[src/rtl/hssl_pkg.sv]
// Shared constants and types for the HSSL tx path.
// Latency: none (definitions only).
// Backpressure: none (definitions only).
package hssl_pkg;

    localparam int PACKET_BITS_DEF  = 72;
    localparam int NUM_CHANNELS_DEF = 8;
    localparam int CNT_BITS_DEF     = 32;

    // Receiver synchronisation states reported by the hssl_interface; the link
    // is usable for traffic only in SYNC_ACQUIRED (and with handshake complete).
    typedef enum logic [1:0] {
        SYNC_ACQUIRED = 2'b00,
        RESYNC        = 2'b01,
        LOSS_OF_SYNC  = 2'b10
    } hssl_sync_state_t;

    // Sync part of the link_up_in derivation done beside the hssl_interface.
    function automatic logic sync_ok(input hssl_sync_state_t state);
        return state == SYNC_ACQUIRED;
    endfunction

endpackage

[src/rtl/hssl_tx_slot.sv]
// One-entry registered slot holding a packet for a single spiNNlink tx channel.
// Latency: load appears on vld/data one edge later.
// Backpressure: holds vld/data until rdy; free when empty or draining this cycle.
module hssl_tx_slot #(
    parameter int PACKET_BITS = 72
) (
    input  logic                   clk,
    input  logic                   reset,
    input  logic                   load,
    input  logic [PACKET_BITS-1:0] load_data,
    input  logic                   rdy,
    output logic [PACKET_BITS-1:0] data,
    output logic                   vld,
    output logic                   free
);

    // A draining slot can take a new packet on the same edge.
    assign free = !vld || rdy;

    // Load wins over drain; data is held after a drain, only vld drops.
    always_ff @(posedge clk or posedge reset) begin
        if (reset) begin
            vld  <= 1'b0;
            data <= '0;
        end else if (load) begin
            vld  <= 1'b1;
            data <= load_data;
        end else if (rdy) begin
            vld  <= 1'b0;
        end
    end

endmodule

[src/rtl/hssl_tx_distributor.sv]
// Spreads one packet stream round-robin over NUM_CHANNELS tx slots, gated by link status.
// Latency: 1 cycle from accepted input to slot valid.
// Backpressure: ready when an enabled slot is free; link down drops or stalls per DROP_ON_DOWN.
module hssl_tx_distributor
    import hssl_pkg::*;
#(
    parameter int PACKET_BITS  = PACKET_BITS_DEF,
    parameter int NUM_CHANNELS = NUM_CHANNELS_DEF,
    parameter int DROP_ON_DOWN = 1,
    parameter int CNT_BITS     = CNT_BITS_DEF
) (
    input  logic                    clk,
    input  logic                    reset,
    input  logic [PACKET_BITS-1:0]  pkt_data_in,
    input  logic                    pkt_vld_in,
    output logic                    pkt_rdy_out,
    output logic [PACKET_BITS-1:0]  txpkt_data_out [NUM_CHANNELS],
    output logic [NUM_CHANNELS-1:0] txpkt_vld_out,
    input  logic [NUM_CHANNELS-1:0] txpkt_rdy_in,
    input  logic                    link_up_in,
    input  logic [NUM_CHANNELS-1:0] chan_en_in,
    input  logic                    clr_cnt_in,
    output logic [CNT_BITS-1:0]     sent_cnt_out,
    output logic [CNT_BITS-1:0]     drop_cnt_out
);

    localparam int PTR_W = (NUM_CHANNELS > 1) ? $clog2(NUM_CHANNELS) : 1;

    logic [PTR_W-1:0]        rr_ptr;
    logic [PTR_W-1:0]        cand_idx;
    logic                    cand_found;
    logic [PTR_W:0]          scan_sum;
    logic [PTR_W-1:0]        scan_idx;
    logic [NUM_CHANNELS-1:0] slot_free;
    logic [NUM_CHANNELS-1:0] slot_load;
    logic                    xfer;
    logic                    inc_sent;
    logic                    inc_drop;

    // Find the first enabled free slot starting at rr_ptr; scanning from the far
    // end lets the nearest match overwrite the others.
    always_comb begin
        cand_found = 1'b0;
        cand_idx   = '0;
        scan_sum   = '0;
        scan_idx   = '0;
        for (int k = NUM_CHANNELS - 1; k >= 0; k--) begin
            scan_sum = {1'b0, rr_ptr} + (PTR_W + 1)'(k);
            if (scan_sum >= (PTR_W + 1)'(NUM_CHANNELS)) begin
                scan_sum = scan_sum - (PTR_W + 1)'(NUM_CHANNELS);
            end
            scan_idx = scan_sum[PTR_W-1:0];
            if (chan_en_in[scan_idx] && slot_free[scan_idx]) begin
                cand_found = 1'b1;
                cand_idx   = scan_idx;
            end
        end
    end

    assign pkt_rdy_out = link_up_in ? cand_found : (DROP_ON_DOWN != 0);
    assign xfer        = pkt_vld_in && pkt_rdy_out;
    assign inc_sent    = xfer && link_up_in;
    assign inc_drop    = xfer && !link_up_in;

    for (genvar i = 0; i < NUM_CHANNELS; i++) begin : g_slot
        assign slot_load[i] = inc_sent && (cand_idx == PTR_W'(i));

        hssl_tx_slot #(
            .PACKET_BITS (PACKET_BITS)
        ) u_slot (
            .clk       (clk),
            .reset     (reset),
            .load      (slot_load[i]),
            .load_data (pkt_data_in),
            .rdy       (txpkt_rdy_in[i]),
            .data      (txpkt_data_out[i]),
            .vld       (txpkt_vld_out[i]),
            .free      (slot_free[i])
        );
    end

    // Advance the round-robin pointer past the slot just loaded; drops leave it alone.
    always_ff @(posedge clk or posedge reset) begin
        if (reset) begin
            rr_ptr <= '0;
        end else if (inc_sent) begin
            rr_ptr <= (cand_idx == PTR_W'(NUM_CHANNELS - 1)) ? '0 : cand_idx + 1'b1;
        end
    end

    // Saturating statistics; a clear beats an increment in the same cycle.
    always_ff @(posedge clk or posedge reset) begin
        if (reset) begin
            sent_cnt_out <= '0;
            drop_cnt_out <= '0;
        end else if (clr_cnt_in) begin
            sent_cnt_out <= '0;
            drop_cnt_out <= '0;
        end else begin
            if (inc_sent && (sent_cnt_out != '1)) begin
                sent_cnt_out <= sent_cnt_out + 1'b1;
            end
            if (inc_drop && (drop_cnt_out != '1)) begin
                drop_cnt_out <= drop_cnt_out + 1'b1;
            end
        end
    end

endmodule

[config.mk]
export PLATFORM = sky130hd
export DESIGN_NAME = hssl_tx_distributor
export DESIGN_NICKNAME = d
export VERILOG_FILES = /design/src/rtl/hssl_pkg.sv /design/src/rtl/hssl_tx_slot.sv /design/src/rtl/hssl_tx_distributor.sv
export SDC_FILE = /design/constraint.sdc
export NUM_CORES = 1
export LEC_CHECK = 0
export CAP_MARGIN = 20
export CORE_MARGIN = 3
export CORE_UTILIZATION = 30
export CTS_BUF_LIST = sky130_fd_sc_hd__clkbuf_2 sky130_fd_sc_hd__clkbuf_4 sky130_fd_sc_hd__clkbuf_8
export DETAILED_ROUTE_END_ITERATION = 12
export SLEW_MARGIN = 20
export SYNTH_ARGS = -nofsm -noshare
export SYNTH_HDL_FRONTEND = slang
export SYNTH_SLANG_ARGS = --single-unit
[constraint.sdc]
create_clock -name clk -period 35 [get_ports clk]
set_input_delay 7 -clock clk [delete_from_list [all_inputs] [get_ports clk]]
set_output_delay 7 -clock clk [all_outputs]
set_load 0.02 [all_outputs]
### Word-level counts from Yosys, hierarchy flattened

Index checks and enable logic that the tools add are counted.

* bits in registers: 651
* bits of input ports: 93
* output and inout bits: 649
* word-level logic and storage cells: 189

* $add $sub $neg: 18
* magnitude comparators: 16
* equal/unequal tests: 9
* mux-type cells: 78
* reduce and logical (&&, ||, !) cells: 49

Operators by type and width (number)
* 32-bit 2-to-1 mux: 4
* 32-bit by 1-bit adder with 32-bit output, second input constant: 2
* 32-bit != test, second input constant: 2
* 3-bit 2-to-1 mux: 17
* 1-bit binary-select mux with 3-bit select: 16
* 1-bit 2-to-1 mux: 41
* 3-bit by 4-bit < comparator with 1-bit output, second input constant: 8
* 4-bit greater-or-equal comparator, second input constant: 7
* 3-bit by 1-bit subtractor with 3-bit output, second input constant: 8
* 1-bit logical AND: 21
* 2-bit nonzero test: 10
* 3-bit by 3-bit adder with 4-bit output, second input constant: 4
* 3-bit equality test, second input constant: 4
* 1-bit logical NOT: 9
* 3-bit by 2-bit adder with 4-bit output, second input constant: 2
* 1-bit logical OR: 8
* 3-bit by 2-bit equality test with 1-bit output, second input constant: 2
* 3-bit by 1-bit adder with 4-bit output, second input constant: 1
* 3-bit by 4-bit greater-or-equal comparator with 1-bit output, second input constant: 1
* 3-bit by 1-bit adder with 3-bit output, second input constant: 1
* 3-bit by 1-bit equality test with 1-bit output, second input constant: 1
* 3-bit logical NOT: 1

### Logic depth before layout (Yosys ltp)

Gate-level depths: netlist of run 1.

* depth in word-level cells: 20
* mapped depth: 19

### By module

Synthesis of run 1 repeated with hierarchy kept, for this count alone.

* cells, all modules: 1747
* area total of the unflattened synthesis: 28955.3 sq um

Modules (own cells, without submodules)
* hssl_tx_slot: instances 8, cells an instance 156, area an instance 3064.2 sq um
* hssl_tx_distributor: instances 1, cells an instance 499, area an instance 4441.8 sq um

### Least setup slack after synthesis of run 1

No wires, ideal clock.

* kind: input -> output
* start: in txpkt_rdy_in[4]
* end: out pkt_rdy_out
* arrival time: 8.532 ns
* data required time: 28.000 ns
* slack: 19.468 ns
* cell stages on the path: 6
* path buffers: 0
* cells stage by stage: nand2b_1 > a32o_1 > mux4_2 > inv_1 > nand4_1 > or3_1

* word-level cells in the longest chain between the ends: 13
* elaborated cells on any way between the ends: 34
* classes of those cells: mux: 25; reduce/logical: 9

Ends and longest elaborated chain
* start, declared: RTL line hssl_tx_distributor.sv:19 `input logic [NUM_CHANNELS-1:0] txpkt_rdy_in,`
* 1-bit logical OR (*): RTL line hssl_tx_slot.sv:18 `assign free = !vld || rdy;`
* 1-bit binary-select mux with 3-bit select: RTL line hssl_tx_distributor.sv:53 `if (chan_en_in[scan_idx] && slot_free[scan_idx]) begin`
* 1-bit 2-to-1 mux (not written as such): RTL line hssl_tx_distributor.sv:53
* 1-bit logical AND: RTL line hssl_tx_distributor.sv:53
* 1-bit 2-to-1 mux (7 in a row): RTL line hssl_tx_distributor.sv:53
* 1-bit 2-to-1 mux (*): RTL line hssl_tx_distributor.sv:53
* 1-bit 2-to-1 mux (*): RTL line hssl_tx_distributor.sv:60 `assign pkt_rdy_out = link_up_in ? cand_found : (DROP_ON_DOWN != 0);`
* end, declared: RTL line hssl_tx_distributor.sv:16 `output logic pkt_rdy_out,`

Every way passes the cells marked *; elsewhere a longest branch is shown, timed or not. The select of a mux whose other input is x is not followed.

### Worst setup path in the final report of run 1

* start: in chan_en_in[0]
* end: out pkt_rdy_out

* word-level cells in the longest chain between the ends: 12
* elaborated cells on any way between the ends: 33
* classes of those cells: mux: 25; reduce/logical: 8

Ends and longest elaborated chain
* start, declared: RTL line hssl_tx_distributor.sv:21 `input logic [NUM_CHANNELS-1:0] chan_en_in,`
* 1-bit binary-select mux with 3-bit select: RTL line hssl_tx_distributor.sv:53
* 1-bit 2-to-1 mux (not written as such): RTL line hssl_tx_distributor.sv:53
* 1-bit logical AND: RTL line hssl_tx_distributor.sv:53
* 1-bit 2-to-1 mux (7 in a row): RTL line hssl_tx_distributor.sv:53
* 1-bit 2-to-1 mux (*): RTL line hssl_tx_distributor.sv:53
* 1-bit 2-to-1 mux (*): RTL line hssl_tx_distributor.sv:60

Marked as above.

==> results of run 1 <==
worst max-delay path, stage by stage:
cell and delay, ns:
clkdlybuf4s50_1 0.55, inv_1 0.08, o32ai_1 0.58, mux2_2 0.33, nor2_1 0.06, a22oi_1 0.46
or3_1 0.19, clkdlybuf4s50_1 0.68
placed cells by master (no fill, tap or decap), types with 4 or more instances in the layout:
master           count
mux4_2               6
nor2b_1             15
nand4_1             14
mux2_2             553
dfrtp_1            651
nor3_1               4
xnor2_1             27
ha_1                 5
nor2_1              69
nand2_1             60
a21oi_1             22
o21ai_0             21
or3_1               11
mux2_1              26
mux2i_1              4
or2_2                5
o22ai_1              5
and2_1               4
o31ai_1              7
and3_1               8
o32ai_1             10
buf_4               20
xor2_1              24
clkbuf_8           141
clkbuf_4            36
clkinv_2            10
nor4_1              11
nand3_1             28
inv_1               15
clkdlybuf4s50_1    740
or4_1                6
bufinv_16            4
and4_1              10
nand2b_1            14
where the power goes:
part           leakage [nW]  switching, mW  internal [mW]
clock network          1.30          0.314          0.429
logic                  6.31           1.03           1.00
registers              8.12          0.184           1.09
flip-flops by register name, summed over array words and instances, names as in the netlist:
signal / cells
g_slot.u_slot.data: 576
sent_cnt_out: 32
rr_ptr: 3
g_slot.u_slot.vld: 8
drop_cnt_out: 32
logic make-up after synthesis:
logic type / synth area share, %
AO/OA/AOI/OAI: 2.58
XOR/XNOR: 1.70
adder cells (fa/ha/maj): 0.239
buffers and inverters: 2.38
flip-flops: 62.1
multiplexers: 25.5
AND/OR/NAND/NOR: 5.43
worst paths after layout:
kind	end	slack (ns)	cells past startpoint
max	pkt_rdy_out	18.05	8
min	g_slot[2].u_slot.data[40]$_DFFE_PP0P_	0.49	1
min reg2reg	g_slot[2].u_slot.data[40]$_DFFE_PP0P_	0.49	1
min in group asynchronous	g_slot[6].u_slot.data[52]$_DFFE_PP0P_	6.88	2
max reg2reg	g_slot[3].u_slot.data[33]$_DFFE_PP0P_	28.93	14
max in group asynchronous	g_slot[1].u_slot.data[66]$_DFFE_PP0P_	25.19	5
per-layer routing:
layer	wire (um)	vias to the layer above
met4	3160	0
met2	45600	667
met5	0	-
li1	-	7936
met3	7250	169
met1	34400	9551
cell type report:
type / count / area (sq um) / area share, %
Sequential cell: 651 / 16300 / 43.8
Multi-Input combinational cell: 1017 / 9330 / 25.1
Timing Repair Buffer: 764 / 7630 / 20.5
Clock buffer: 177 / 2210 / 5.94
Tap cell: 1144 / 1430 / 3.85
Clock inverter: 21 / 236 / 0.636
Inverter: 17 / 71.3 / 0.192
Antenna cell: 3 / 7.51 / 0.0202
per-stage QoR:
stage / instances / cell area [sq um] / total power, mW / worst slack (ns)
after floorplan: 1781 / 26200 / 2.36 / 9.76
after CTS: 3790 / 37200 / 4.10 / 18.18
final: 3794 / 37200 / 4.05 / 18.05
after global placement: 3592 / 34700 / 3.31 / 18.20
after global routing: 3793 / 37200 / 4.26 / 18.01
after detailed placement: 3592 / 34700 / 3.33 / 18.20
==> impl_metrics.py, run 1 <==
metrics = {
    "clock_tree": {
        "numCtsBuffers": 110,
        "root_buffer": "clkbuf_8",
        "cts_hold_buffers": 0,
        "cts_resized": 0,
        "clock-sinks": 651,
        "path_clk_slew_ns": 0.06,
        "cts_tree": "yes",
        "cts_setup_buffers": 0,
        "clkLatencyLatePin_ns": 0.70,
        "htree_levels": 3,
        "cts.path.max_buffers": 3,
    },
    "flow_run": {
        "max_cap_viol_count": 0,
    },
    "global_routing": {
        "grt_pass1_vias": 19800,
        "grt_usage_pct": 19.5,
        "use_met3_pct": 6.64,
        "grt_max_degree": 184,
        "antenna_found_initial": 6,
        "grt_use_met2_pct": 33.9,
        "use_met1_pct": 22.1,
        "grt_most_used_layer": "met2",
        "grt_pass1_wl_mm": 133,
        "overflow": 0,
    },
    "setup_path": {
        "start_kind": "input port",
        "worst-setup-path-type": "input port to output port",
        "endpoint_kind": "output port",
        "crit-reg2reg-launch": "rr_ptr[1]$_DFFE_PP0P_",
        "crit_start": "chan_en_in[0]",
        "crit_arrival_ns": 9.95,
        "crit_fanout": 5,
        "required_ns": 28.00,
    },
    "final_layout": {
        "fin_util_pct": 43.3,
        "drive_gt1_share_pct": 30.1,
        "fillerInstances": 7809,
        "syn_to_final_growth_pct": 41.9,
        "fin_nets": 2659,
    },
    "timing": {
        "hold_viol_final": 0,
        "maxSlewViolCount": 0,
        "rsz0062_at_grt": "no",
        "relSlewSlack_pct": 30.4,
        "tightest_slew_ns": 1.04,
        "hold_slack_ns": 0.486,
        "clock_skew_ns": 0.0372,
        "setup_tns_ns": 0,
        "timing.final.crit_share_pct": 48.4,
        "fin_crit_ns": 16.95,
        "setup_viol": 0,
        "max_freq_ghz": 0.0590,
    },
    "synth": {
        "synth_top_area_cell": "dfrtp_1",
        "yosysWarnings": 0,
        "ys_seq_area_share_pct": 62.1,
        "synth_seq_cells": 651,
        "ys_async_sr_fraction_pct": 100,
        "syn-instance-count": 1781,
        "synth_area_leaders": "dfrtp_1 62%, mux2_2 24%, mux2_1 1.1%",
        "synth_top_area_share_pct": 62.1,
        "syn_area_per_cell_sq_um": 14.7,
        "netlist_area_sq_um": 26200,
        "synth_cell_type_count": 63,
        "netlist_top_cells_count": "651 x dfrtp_1, 553 x mux2_2, 69 x nor2_1, 61 x nand2_1, 46 x buf_2",
        "synth-edff-count": 0,
        "syn_nets": 1879,
        "yosysMostFrequentCell": "dfrtp_1",
        "ys.flop_type": "dfrtp_1",
    },
    "power": {
        "ir_worst_vdd_v": 0.0000574,
        "leakagePower_nw": 15.7,
        "cellPowerDensity_nw_per_um2": 109,
    },
    "drt": {
        "initialDrtViolationCount": 888,
        "drc": 0,
        "wirelength_mm": 90.4,
        "via_per_inst": 4.83,
        "wire_per_inst_um": 23.8,
        "ant_nets": 0,
        "first_pass_iters": 5,
        "num_vias": 18300,
    },
    "placed_design": {
        "portBuffers": 741,
        "gp_congestion": 0.832,
        "detailed_place_hpwl_mm": 62.2,
    },
    "floorplan": {
        "dieArea_sq_um": 91000,
        "placementRows": 107,
        "die_w_um": 302,
        "core_sq_um": 85900,
        "io_pins": 742,
        "start_util_pct": 30.5,
        "die_h_um": 302,
    },
    "min_path": {
        "hold_class": "flop to flop",
        "hp-start": "g_slot[2].u_slot.data[40]$_DFFE_PP0P_",
    },
    "outcome": {
        "status": "completed",
    },
}
Note: power is estimated with default switching activity, not from simulation.
==> run 2: changes to the inputs <==
==> constraint.sdc (replaced) <==
create_clock -name clk -period 16.7 [get_ports clk]
set_input_delay 3.34 -clock clk [delete_from_list [all_inputs] [get_ports clk]]
set_output_delay 3.34 -clock clk [all_outputs]
set_load 0.02 [all_outputs]
==> run 2 against run 1 <==
Against the previous run: sequential cell count stayed put; die area stayed put; clock power is 110% higher; utilization is 0.063 points higher; register-to-register slack worse by 18 ns; sequential share of layout area is 0.063 points lower; final area is 0.14% higher; routed wire length is 0.92% lower; critical path depth stayed put; combinational power is 110% higher; via count is 0.66% lower; critical path type unchanged; hold slack worse by 0.0015 ns; largest cell class unchanged.
==> impl_metrics.py, run 2 (same netlist as run 1, synthesis figures left out) <==
metrics = {
    "timing": {
        "maxSlewViolCount": 0,
        "timing.final.crit_share_pct": 57.0,
        "setup_tns_ns": 0,
        "final.setup.worst_slack_ns": 7.19,
        "relSlewSlack_pct": 27.3,
        "max_freq_ghz": 0.105,
        "hold_slack_ns": 0.485,
        "hold_viol_final": 0,
        "tightest_slew_ns": 1.09,
        "rsz0062_at_grt": "no",
        "setup_viol": 0,
        "clock_skew_ns": 0.0257,
        "fin_crit_ns": 9.51,
    },
    "clock_tree": {
        "cts_tree": "yes",
        "cts_setup_buffers": 0,
        "cts_resized": 0,
        "clkLatencyLatePin_ns": 0.74,
        "numCtsBuffers": 111,
        "clock-sinks": 651,
        "root_buffer": "clkbuf_8",
        "cts.path.max_buffers": 3,
        "path_clk_slew_ns": 0.06,
        "cts_hold_buffers": 0,
        "htree_levels": 3,
    },
    "final_layout": {
        "syn_to_final_growth_pct": 42.1,
        "top_regs": "g_slot.u_slot.data x576, drop_cnt_out x32, sent_cnt_out x32",
        "top_register": "g_slot.u_slot.data",
        "fin_nets": 2663,
        "drive_gt1_share_pct": 30.2,
        "largest_reg_flops": 576,
        "stdcell_count": 3804,
        "final_common_cell": "clkdlybuf4s50_1",
        "layout_common_cells": "740 x clkdlybuf4s50_1, 651 x dfrtp_1, 553 x mux2_2",
    },
    "global_routing": {
        "overflow": 0,
        "grt_pass1_wl_mm": 132,
        "grt_max_degree": 179,
        "grt_usage_pct": 19.2,
        "antenna_found_initial": 6,
        "grt_pass1_vias": 19800,
    },
    "placed_design": {
        "portBuffers": 741,
        "dp_slack_ns": 7.21,
        "dp.cells": 3596,
        "gp_congestion": 0.810,
        "detailed_place_hpwl_mm": 62.4,
    },
    "outcome": {
        "status": "completed",
    },
    "floorplan": {
        "start_util_pct": 30.5,
        "placementRows": 107,
        "core_sq_um": 85900,
        "io_pins": 742,
        "die_h_um": 302,
        "die_w_um": 302,
        "dieArea_sq_um": 91000,
    },
    "drt": {
        "wirelength_mm": 89.6,
        "initialDrtViolationCount": 765,
        "via_per_inst": 4.78,
        "wire_per_inst_um": 23.5,
        "first_pass_iters": 5,
        "ant_nets": 0,
        "drc": 0,
        "num_vias": 18200,
    },
    "setup_path": {
        "required_ns": 13.36,
        "endpoint_kind": "output port",
        "worst-setup-path-type": "input port to output port",
        "start_kind": "input port",
        "crit_fanout": 5,
        "crit_arrival_ns": 6.17,
    },
    "power": {
        "leakagePower_nw": 15.7,
        "ir_worst_vdd_v": 0.000115,
        "power_mw": 8.51,
        "cellPowerDensity_nw_per_um2": 228,
    },
    "min_path": {
        "hold_class": "flop to flop",
    },
    "flow_run": {
        "max_cap_viol_count": 0,
    },
}
-- run 2: changes by cell type in the layout (fill, tap and decap cells not counted), sizes merged --
cell and delta:
diode +5, buf +3, inv +2, bufinv +1, clkinv -1
-- run 2: cell type report --
class	instances	area, sq um
inverter	17	67.6
antenna	8	20.0
clock inverter	23	287
fill	7895	48700
timing repair buffer	767	7620
tap	1144	1430
sequential	651	16300
clock buffer	177	2210
multi-input combinational	1017	9330
-- run 2: worst max-delay path, stage by stage --
cell and delay, ns:
clkdlybuf4s50_1 0.54, inv_1 0.08, o32ai_1 0.55, mux2_2 0.31
nor2_1 0.05, a22oi_1 0.42, or3_1 0.19, clkdlybuf4s50_1 0.70
-- run 2: metrics by stage --
step / area [sq um] / utilization [%]
2_1_floorplan: 26200 / -
3_3_place_gp: 34700 / 40.4
3_5_place_dp: 34700 / 40.4
4_1_cts: 37200 / 43.3
5_1_grt: 37300 / 43.3
6_report: 37300 / 43.4
-- run 2: power by group --
group	internal [mW]	switching [mW]	leakage, nW
registers	2.28	0.384	8.12
clock network	0.919	0.669	1.33
logic	2.10	2.16	6.30
-- run 2: per-layer routing --
metal,share of wire (%),global-route usage (%),up-vias
met5,0,0,-
met4,3.2,6.60,0
met3,7.4,6.62,145
met2,52,34.2,610
met1,38,21.4,9521
li1,-,-,7926
-- run 2: final timing paths --
check | to | from | depth (start not counted) | slack [ns]
setup / recovery | pkt_rdy_out | chan_en_in[0] | 8 | 7.19
hold / removal | g_slot[2].u_slot.data[1]$_DFFE_PP0P_ | g_slot[2].u_slot.data[1]$_DFFE_PP0P_ | 1 | 0.48
setup reg to reg | g_slot[2].u_slot.data[26]$_DFFE_PP0P_ | rr_ptr[1]$_DFFE_PP0P_ | 11 | 10.62
hold reg to reg | g_slot[2].u_slot.data[1]$_DFFE_PP0P_ | g_slot[2].u_slot.data[1]$_DFFE_PP0P_ | 1 | 0.48
max in group asynchronous | g_slot[1].u_slot.data[43]$_DFFE_PP0P_ | reset | 5 | 10.48
min in group asynchronous | g_slot[5].u_slot.data[15]$_DFFE_PP0P_ | reset | 2 | 3.11
==> run 3: changes to the inputs <==
==> constraint.sdc (replaced) <==
create_clock -name clk -period 8 [get_ports clk]
set_input_delay 1.6 -clock clk [delete_from_list [all_inputs] [get_ports clk]]
set_output_delay 1.6 -clock clk [all_outputs]
set_load 0.02 [all_outputs]
==> run 3 against run 2 <==
Against the previous run: hold slack gained 0.0018 ns; utilization rose by 0.060 points; final area increased by 0.14%; non-clock buffer count fell by 1; register-to-register slack got worse by 8.5 ns; global-route usage shrank 0.16 points; critical endpoint unchanged.
==> impl_metrics.py, run 3 (same netlist as run 1, synthesis figures left out) <==
metrics = {
    "timing": {
        "relSlewSlack_pct": 32.3,
        "fin_crit_ns": 6.35,
        "rsz0062_at_grt": "no",
        "hold_viol_final": 0,
        "tightest_slew_ns": 1.02,
        "setup_viol": 0,
        "timing.final.crit_share_pct": 79.4,
        "maxSlewViolCount": 0,
        "final.setup.worst_slack_ns": 1.65,
        "clock_skew_ns": 0.0344,
        "max_freq_ghz": 0.157,
    },
    "clock_tree": {
        "cts_setup_buffers": 0,
        "clkLatencyLatePin_ns": 0.72,
        "path_clk_slew_ns": 0.06,
        "cts_resized": 0,
        "cts_hold_buffers": 0,
        "cts_tree": "yes",
        "numCtsBuffers": 113,
        "clock-sinks": 651,
        "root_buffer": "clkbuf_8",
        "htree_levels": 3,
        "cts.path.max_buffers": 3,
    },
    "final_layout": {
        "top_register": "g_slot.u_slot.data",
        "syn_to_final_growth_pct": 42.3,
        "top_regs": "g_slot.u_slot.data x576, drop_cnt_out x32, sent_cnt_out x32",
        "fillerInstances": 7840,
        "drive_gt1_share_pct": 30.3,
        "layout_common_cells": "740 x clkdlybuf4s50_1, 651 x dfrtp_1, 553 x mux2_2",
        "final_common_cell": "clkdlybuf4s50_1",
        "fin_nets": 2664,
        "stdcell_count": 3809,
        "largest_reg_flops": 576,
    },
    "setup_path": {
        "worst-setup-path-type": "flop to output port",
        "required_ns": 6.40,
        "path_cells": "inv_1 > ha_1 > nor2b_1 > a32o_1 > mux4_2 > inv_1 > nand4_1 > or3_1 > clkdlybuf4s50_1",
        "crit_arrival_ns": 4.75,
        "endpoint_kind": "output port",
        "cp_slowest_stage_delay_ns": 0.85,
        "crit_fanout": 23,
        "start_kind": "flop",
        "path_delay_family": "buffers and inverters",
        "crit_buf_inv": 3,
        "slowest_stage": "dfrtp_1",
        "path_common_cell": "inv_1",
    },
    "global_routing": {
        "overflow": 0,
        "grt_max_degree": 150,
        "grt_usage_pct": 19.1,
        "grt_pass1_wl_mm": 130,
        "antenna_found_initial": 4,
        "grt_pass1_vias": 19500,
    },
    "floorplan": {
        "die_h_um": 302,
        "placementRows": 107,
        "io_pins": 742,
        "dieArea_sq_um": 91000,
        "die_w_um": 302,
        "core_sq_um": 85900,
        "start_util_pct": 30.5,
    },
    "placed_design": {
        "gp_congestion": 0.831,
        "portBuffers": 741,
        "detailed_place_hpwl_mm": 62.2,
        "dp.cells": 3595,
        "dp_slack_ns": 1.75,
    },
    "power": {
        "leakagePower_nw": 15.8,
        "cellPowerDensity_nw_per_um2": 476,
        "ir_worst_vdd_v": 0.000301,
    },
    "drt": {
        "initialDrtViolationCount": 839,
        "first_pass_iters": 7,
        "via_per_inst": 4.78,
        "num_vias": 18200,
        "wirelength_mm": 89.0,
        "ant_nets": 0,
        "drc": 0,
        "wire_per_inst_um": 23.4,
    },
    "min_path": {
        "hold_class": "flop to flop",
    },
    "outcome": {
        "status": "completed",
    },
    "flow_run": {
        "max_cap_viol_count": 0,
    },
}
==> run 3: through the flow <==
step | hold slack (ns) | util (%) | total power [mW] | setup TNS (ns) | area, sq um
2_1_floorplan | 0.499 | - | 10.3 | -1625.28 | 26200
3_3_place_gp | 0.469 | 40.5 | 14.4 | 0 | 34800
3_5_place_dp | 0.474 | 40.5 | 14.6 | 0 | 34800
4_1_cts | 0.487 | 43.4 | 18.0 | 0 | 37300
5_1_grt | 0.503 | 43.4 | 18.7 | 0 | 37300
6_report | 0.487 | 43.4 | 17.8 | 0 | 37300
==> run 3: per-layer routing <==
metal / vias to the layer above / global-route usage (%) / wire length, um
li1: 7961 / - / -
met1: 9368 / 21.5 / 33600
met2: 702 / 33.1 / 44800
met3: 188 / 6.48 / 7180
met4: 0 / 7.67 / 3430
met5: - / 0 / 0
==> run 3: cell type report <==
| type | count | area, sq um | share of cell area, % |
|---|---|---|---|
| Timing Repair Buffer | 766 | 7650 | 20.5 |
| Clock buffer | 177 | 2220 | 5.94 |
| Inverter | 17 | 67.6 | 0.181 |
| Antenna cell | 9 | 22.5 | 0.0604 |
| Tap cell | 1144 | 1430 | 3.84 |
| Multi-Input combinational cell | 1017 | 9330 | 25.0 |
| Sequential cell | 651 | 16300 | 43.7 |
| Clock inverter | 28 | 302 | 0.808 |
==> run 3: report_power, final <==
group	switching, mW	internal (mW)
Clock	1.40	1.93
Sequential	0.797	4.77
Combinational	4.49	4.37
==> run 3: path summary, 6_finish.rpt <==
kind | startpoint | endpoint | slack, ns | depth (start not counted)
worst min-delay path | g_slot[6].u_slot.data[71]$_DFFE_PP0P_ | g_slot[6].u_slot.data[71]$_DFFE_PP0P_ | 0.49 | 1
worst max register to register | rr_ptr[1]$_DFFE_PP0P_ | g_slot[5].u_slot.data[49]$_DFFE_PP0P_ | 2.10 | 12
worst min register to register | g_slot[6].u_slot.data[71]$_DFFE_PP0P_ | g_slot[6].u_slot.data[71]$_DFFE_PP0P_ | 0.49 | 1
worst max-delay path | rr_ptr[1]$_DFFE_PP0P_ | pkt_rdy_out | 1.65 | 9
max in group asynchronous | reset | sent_cnt_out[4]$_DFFE_PP0P_ | 5.00 | 4
min in group asynchronous | reset | g_slot[2].u_slot.data[13]$_DFFE_PP0P_ | 1.30 | 2
